[src/rtl/tl_arb_pkg.sv]
// rtl/tl_arb_pkg.sv - shared types, defaults and round-robin helper for TileLink arbiters
package tl_arb_pkg;

  localparam int DEF_NUM_REQ    = 4;
  localparam int DEF_DATA_WIDTH = 8;

  typedef enum logic [0:0] {
    ARB_IDLE   = 1'b0,
    ARB_LOCKED = 1'b1
  } arb_state_e;

  localparam logic [0:0] ST_IDLE   = ARB_IDLE;
  localparam logic [0:0] ST_LOCKED = ARB_LOCKED;

  // Explicit compare so non-power-of-two requester counts wrap correctly.
  function automatic int rr_next(input int idx, input int n);
    return (idx >= n - 1) ? 0 : idx + 1;
  endfunction

endpackage

[src/rtl/rr_pick.sv]
// rtl/rr_pick.sv - combinational round-robin priority picker
module rr_pick #(
  parameter int N = 4,
  parameter int W = 2
) (
  input  logic [N-1:0] i_valid,
  input  logic [W-1:0] i_ptr,
  output logic [W-1:0] o_pick,
  output logic         o_any_valid
);

  // Scan offsets high to low so the lowest offset from i_ptr has the final say.
  always_comb begin
    int v_idx;
    v_idx  = 0;
    o_pick = '0;
    for (int k = N - 1; k >= 0; k--) begin
      v_idx = int'(i_ptr) + k;
      if (v_idx >= N) v_idx = v_idx - N;
      if (i_valid[v_idx]) o_pick = W'(v_idx);
    end
  end

  assign o_any_valid = |i_valid;

endmodule

[src/rtl/tl_fifo_wr_arbiter.sv]
// rtl/tl_fifo_wr_arbiter.sv - burst-locked round-robin arbiter for one FIFO write port
// Optional burst-length limit enabled by defining ARB_BURST_CHK_EN.
module tl_fifo_wr_arbiter
  import tl_arb_pkg::*;
#(
  parameter int NUM_REQ    = DEF_NUM_REQ,
  parameter int DATA_WIDTH = DEF_DATA_WIDTH,
  parameter int MAX_BURST  = 8,
  parameter int ID_WIDTH   = $clog2(NUM_REQ)
) (
  input  logic                          clk,
  input  logic                          reset,
  input  logic [NUM_REQ-1:0]            req_valid,
  input  logic [NUM_REQ-1:0]            req_last,
  input  logic [NUM_REQ*DATA_WIDTH-1:0] req_data,
  output logic [NUM_REQ-1:0]            req_ready,
  output logic                          fifo_wr_en,
  output logic [DATA_WIDTH-1:0]         fifo_wr_data,
  input  logic                          fifo_full,
  output logic [ID_WIDTH-1:0]           grant_id,
  output logic                          busy,
  output logic                          burst_err
);

  logic [0:0]          r_state;
  logic [ID_WIDTH-1:0] r_rr_ptr;
  logic [ID_WIDTH-1:0] r_grant;

  logic [ID_WIDTH-1:0] w_pick;
  logic                w_any_valid;
  logic                w_open;
  logic                w_accept;
  logic                w_end;
  logic [ID_WIDTH-1:0] w_next_ptr;

  rr_pick #(
    .N (NUM_REQ),
    .W (ID_WIDTH)
  ) u_rr_pick (
    .i_valid     (req_valid),
    .i_ptr       (r_rr_ptr),
    .o_pick      (w_pick),
    .o_any_valid (w_any_valid)
  );

  // Reset gates the port so an interrupted burst never writes on the reset edge.
  assign w_open       = (r_state == ST_LOCKED) && !fifo_full && !reset;
  assign w_accept     = w_open && req_valid[r_grant];
  assign w_next_ptr   = ID_WIDTH'(rr_next(int'(r_grant), NUM_REQ));

  assign req_ready    = w_open ? (NUM_REQ'(1) << r_grant) : '0;
  assign fifo_wr_en   = w_accept;
  assign fifo_wr_data = req_data[int'(r_grant)*DATA_WIDTH +: DATA_WIDTH];
  assign grant_id     = r_grant;
  assign busy         = (r_state == ST_LOCKED);

`ifdef ARB_BURST_CHK_EN
  localparam int CNT_W = $clog2(MAX_BURST + 1);

  logic [CNT_W-1:0] r_beat_cnt;
  logic             r_burst_err;
  logic             w_over;

  assign w_over    = w_accept && !req_last[r_grant] && (r_beat_cnt == CNT_W'(MAX_BURST - 1));
  assign w_end     = w_accept && (req_last[r_grant] || w_over);
  assign burst_err = r_burst_err;

  always_ff @(posedge clk) begin
    if (reset) begin
      r_beat_cnt  <= '0;
      r_burst_err <= 1'b0;
    end else begin
      if (r_state == ST_IDLE) r_beat_cnt <= '0;
      else if (w_accept)      r_beat_cnt <= r_beat_cnt + CNT_W'(1);
      if (w_over) r_burst_err <= 1'b1;
    end
  end
`else
  logic w_unused_cfg;

  assign w_unused_cfg = (MAX_BURST > 0);
  assign w_end        = w_accept && req_last[r_grant];
  assign burst_err    = 1'b0;
`endif

  always_ff @(posedge clk) begin
    if (reset) begin
      r_state  <= ST_IDLE;
      r_rr_ptr <= '0;
      r_grant  <= '0;
    end else if (r_state == ST_IDLE) begin
      if (w_any_valid) begin
        r_grant <= w_pick;
        r_state <= ST_LOCKED;
      end
    end else if (w_end) begin
      r_state  <= ST_IDLE;
      r_rr_ptr <= w_next_ptr;
    end
  end

  always @(posedge clk) begin
    if (!reset) assert (!(fifo_wr_en && fifo_full));
  end

endmodule

[config.mk]
export PLATFORM = sky130hd
export DESIGN_NAME = tl_fifo_wr_arbiter
export DESIGN_NICKNAME = d
export VERILOG_FILES = /design/src/rtl/tl_arb_pkg.sv /design/src/rtl/rr_pick.sv /design/src/rtl/tl_fifo_wr_arbiter.sv
export SDC_FILE = /design/constraint.sdc
export NUM_CORES = 1
export LEC_CHECK = 0
export CAP_MARGIN = 25
export CORE_ASPECT_RATIO = 1.1
export CORE_MARGIN = 2
export CORE_UTILIZATION = 33
export CTS_BUF_LIST = sky130_fd_sc_hd__clkbuf_16
export CTS_CLUSTER_SIZE = 24
export DETAILED_ROUTE_END_ITERATION = 8
export PLACE_DENSITY = 0.88
export SLEW_MARGIN = 20
export SYNTH_ARGS = -nofsm -noshare
export SYNTH_HDL_FRONTEND = slang
export SYNTH_SLANG_ARGS = --single-unit
[constraint.sdc]
create_clock -name clk -period 4.1 [get_ports clk]
set_input_delay 1.23 -clock clk [delete_from_list [all_inputs] [get_ports clk]]
set_output_delay 1.23 -clock clk [all_outputs]
set_load 0.01 [all_outputs]
## Word-level counts from Yosys, hierarchy flattened

Cells that the tools add are included.

- Register bits: 5
- Latch bits: 0
- RAM bits: 0
- Memory bits (read-only): 0
- Input port bits: 43
- Output and inout bits: 17
- Logic and storage cells: 62
- Memories kept: 0

- Add/subtract/negate cells: 8
- $mul: 0
- Div/mod/pow operators: 0
- $lt $le $gt $ge: 10
- Equal/unequal tests: 0
- Shift-type cells: 2
- Muxes and demuxes: 29
- Bitwise logic cells: 1
- Reductions and logical operators: 9

Operators by type and width:

| kind | number |
|---|---|
| $lt A32 B4 Y1 const B | 4 |
| $mux W32 | 4 |
| $ge A32 B4 Y1 const B | 3 |
| $sub A32 B4 Y32 const B | 3 |
| $shiftx A32 B6 Y8 | 1 |
| $mux W1 | 13 |
| $bmux W1 S2 | 6 |
| $mux W2 | 5 |
| $add A2 B2 Y3 const B | 2 |
| $logic_and A1 B1 Y1 | 4 |
| $mux W4 | 1 |
| $reduce_and A2 Y1 | 2 |
| $reduce_or A4 Y1 | 1 |
| $shl A1 B2 Y4 const A | 1 |
| $sub A2 B3 Y4 const B | 1 |
| $add A2 B1 Y3 const B | 1 |
| $ge A2 B3 Y1 const B | 1 |
| $lt A2 B3 Y1 const B | 1 |
| $add A2 B1 Y2 const B | 1 |
| $ge A2 B2 Y1 const B | 1 |
| $logic_not A1 Y1 | 2 |
| $not A1 Y1 | 1 |

## Logic depth before layout (Yosys ltp)

- Depth after elaboration: 10
- Depth in mapped cells: 5
- Gate-level depth less buffers: 4

## Modules after synthesis

Synthesis repeated with hierarchy kept, for this count alone.

- Cells, all modules: 57
- Area, all modules: 616.8 um^2

By module, submodules not included:

| module | times used | cells each | area an instance (um^2) | seq. area each (um^2) |
|---|---|---|---|---|
| tl_fifo_wr_arbiter | 1 | 44 | 539.3 | 100.1 |
| rr_pick | 1 | 13 | 77.6 | 0.0 |

## Worst setup path after synthesis

Ideal clock, no wire load.

- Kind: in2out
- From: input port reset
- To: output port fifo_wr_en
- Data arrival time: 1.856 ns
- Data required time: 2.870 ns
- Path slack: 1.014 ns
- Stages: 4
- Buffers on the path: 1
- Path through: clkbuf_2 nor3b_4 inv_1 nor2_1

- Cells in the longest elaborated chain, start to end: 3

RTL lines:

| element | RTL line | source |
|---|---|---|
| from (decl) | tl_fifo_wr_arbiter.sv:12 | `input logic reset,` |
| $logic_not A1 Y1 | - |  |
| $logic_and A1 B1 Y1 | tl_fifo_wr_arbiter.sv:47 | `assign w_open = (r_state == ST_LOCKED) && !fifo_full && !reset;` |
| $logic_and A1 B1 Y1 | tl_fifo_wr_arbiter.sv:48 | `assign w_accept = w_open && req_valid[r_grant];` |
| to (decl) | tl_fifo_wr_arbiter.sv:17 | `output logic fifo_wr_en,` |

No other way between the ends.

## Worst setup path in the final report

- From: input port req_valid[0]
- To: output port fifo_wr_en

- Cells in the longest elaborated chain, start to end: 3

RTL lines:

| element | RTL line | source |
|---|---|---|
| from (decl) | tl_fifo_wr_arbiter.sv:13 | `input logic [NUM_REQ-1:0] req_valid,` |
| $bmux W1 S2 | tl_fifo_wr_arbiter.sv:48 |  |
| $mux W1 (not written as such) | tl_fifo_wr_arbiter.sv:48 |  |
| $logic_and A1 B1 Y1 | tl_fifo_wr_arbiter.sv:48 |  |

No other way between the ends. The select of a mux whose other input is x is not followed.

==> metrics.md <==
| Metric | Value |
|---|---|
| Status | finished, final reports clean |
| Global-route usage over all layers | 0.207 |
| Leakage | between 0.5 and 0.6 nW |
| Fin. Hold Viols | 0 |
| Synthesized area | around 660 sq um |
| Largest net degree at the start of global routing | 16 |
| Die X | approximately 47 um |
| R2r setup slk | 2.25 ns |
| Mapped Avg Cell Area | roughly 9.9 sq um |
| DR WL met3 | about 350 um |
| Sequential area share after synthesis | 0.152 |
| PwrDens | about 240 nW/um^2 |
| Global-route wire length before repair | ~3600 um |
| Grt ovf | 0 |
| Layout Utilization | 0.745 |
| Clock-pin slew on the worst setup and hold paths | 0.03 ns |
| Syn nets | ~110 |
| CP Max Fanout | 6 |
| Worst r2r path cells | 4 |
| Num Clock Sinks | 5 |
| Die height | roughly 51 um |
| Fin crit share | 0.977 |
| Number of synthesized register bits | 5 |
| Final nets | 178 |
| Ys Warns | 0 |
| Initial DRC count | 12 |
| Num rows | 16 |
| Setup CP Type | in2out |
| WL/cell | about 16 um |
| MaxCap Viol Count | 0 |
| Max Fclk | roughly 250 MHz |
| Synth top area cells | mux4_2 27%, dfxtp_1 15%, ha_1 7.6% |
| DIE AREA | about 2400 sq um |
| Num CTS Buffers | 3 |
| Starting Density | 0.359 |
| Final slew viol count | 0 |
| Distinct cells, synth | 27 |
| Main synth FF type | dfxtp_1 |
| CP Launch Point | req_valid[0] |
| Top Layer Used | met4 |
| Clk_skew | between 0.001 and 0.0015 ns |
| Crit path launch type | input pin |
| Reg2reg start | grant_id[0]$_SDFFE_PP0P_ |
| Setup Fix Bufs, Post-CTS | 0 |
| Share of layout cells above drive strength 1 | 0.177 |
| Filler cell count | roughly 150 |
| Worst setup path end | fifo_wr_en |
| Vias | ~790 |
| Maximum root-to-sink buffer count | 2 |
| Vias in the first global route | roughly 800 |
| Input/output buffers | 58 |
| Slew @ Worst Pin | about 0.74 ns |
| Setup violators final | 0 |
| Antenna violations before repair | 0 |
| Worst-skew pair later-pin latency | roughly 0.23 ns |
| Clock tree from TritonCTS | built |
| Post-synth EDFFs | 0 |
| Detailed placer's ending HPWL | slightly above 2000 um |
| Peak VDD IR | about 290 uV |
| Tightest Hold Check Type | reg2reg |
| Post-synthesis cell count | 67 |
| Most frequent cells in the layout | 58 x clkdlybuf4s50_1, 8 x mux4_2 |
| Leading cell type in the layout, fill and taps excluded | clkdlybuf4s50_1 |
| Metal2 WL | between 1000 and 1500 um |
| RSZ-0062 raised after global routing | no |
| CP arrival | about 2.8 ns |
| Ys async rst share | 0 |
| Layout Area Growth over Synthesis | 108% |
| Global placer's final weighted congestion | a little over 0.8 |
| Overall power | 0.000326 W |
| Drt total wl | roughly 2500 um |
| Area leader, netlist | mux4_2 |
| M1 wire length | 896 um |
| H-tree depth | 1 |
| Final min period | 4.00 ns |
| Root buffer cell | clkbuf_16 |
| Share of the synthesized area in the top cell type | 0.273 |
| DRC Markers | 0 |
| Diode count | 0 |
| DR pass1 iterations | 4 |
| Core Region | 1840 sq um |
| Reg2reg end | busy$_SDFF_PP0_ |
| Slew HR | 0.507 |
| Post-DRT Antenna Nets | 0 |
| Critical path required time | around 2.9 ns |
| Setup TNS Final | 0 ns |
| # IOs | 60 |
| CP Capture Type | output pin |
| Vias per std cell | 5.01 |
==> worst max-delay path, cell delays in order <==
cell and delay, ns:
clkdlybuf4s50_1 0.49, mux2_2 0.32, mux2i_2 0.18, nor2_1 0.06
clkdlybuf4s50_1 0.49
==> synth_stat cells (4+ instances only) <==
cell type,instances
ha_1,4
and2_1,4
mux2_2,4
nor2_1,5
inv_1,4
mux2i_1,4
mux4_2,8
dfxtp_1,5
a21oi_1,4
==> metal layers <==
| layer | global-route usage | vias to the layer above |
|---|---|---|
| met1 | 0.232 | 364 |
| met3 | 0.0565 | 2 |
| met5 | 0 | - |
| met4 | 0.0556 | 0 |
| li1 | - | 379 |
| met2 | 0.373 | 42 |
==> how the worst min path moves through the flow <==
| stage | start | to | depth (start not counted) |
|---|---|---|---|
| floorplan | busy$_SDFF_PP0_ | busy$_SDFF_PP0_ | 2 |
| global placement | busy$_SDFF_PP0_ | busy$_SDFF_PP0_ | 2 |
| detailed placement | busy$_SDFF_PP0_ | busy$_SDFF_PP0_ | 2 |
| CTS | busy$_SDFF_PP0_ | busy$_SDFF_PP0_ | 2 |
| global route | busy$_SDFF_PP0_ | busy$_SDFF_PP0_ | 2 |
| finish | busy$_SDFF_PP0_ | busy$_SDFF_PP0_ | 2 |
==> registers in the layout, summed over array words and instances (netlist names) <==
| signal | cells |
|---|---|
| busy | 1 |
| grant_id | 2 |
| r_rr_ptr | 2 |
==> power breakdown <==
| group | switching [W] | internal (W) |
|---|---|---|
| sequential | 0.00000661 | 0.0000511 |
| clock | 0.0000328 | 0.000126 |
| combinational | 0.0000321 | 0.0000772 |
==> what timing repair did <==
action | 4_1_cts | 5_1_grt
hold buffers | 0 | 0
setup endpoints to repair | 0 | 1
endpoints found under the hold margin | 0 | 0
gates resized for setup | 0 | 1
==> per-stage QoR <==
step | setup slack [ns] | instances | area, sq um | hold WS, ns
6_report | 0.0955 | 157 | 1370 | 0.595
5_1_grt | 0.00214 | 157 | 1370 | 0.642
4_1_cts | 0.0910 | 157 | 1370 | 0.598
3_5_place_dp | 0.0975 | 153 | 1290 | 0.594
3_3_place_gp | 0.119 | 153 | 1290 | 0.582
2_1_floorplan | 1.01 | 67 | 661 | 0.572
==> cell type report <==
type	count	area, sq um	area share
tap	27	33.8	0.0246
multi-input combinational	54	527	0.384
clock buffer	3	75.1	0.0547
timing repair buffer	63	618	0.450
sequential	5	100	0.0729
inverter	4	15.0	0.0109
clock inverter	1	3.75	0.00273
==> logic make-up after synthesis <==
logic type / after synthesis / share of synthesized area
buf+inv: 8 / 0.0568
flops: 5 / 0.152
other cells: 1 / 0.00568
simple gates: 23 / 0.216
mux: 16 / 0.402
fa+ha+maj: 4 / 0.0758
compound gates: 10 / 0.0928
Power figures use the tool's default switching activity.
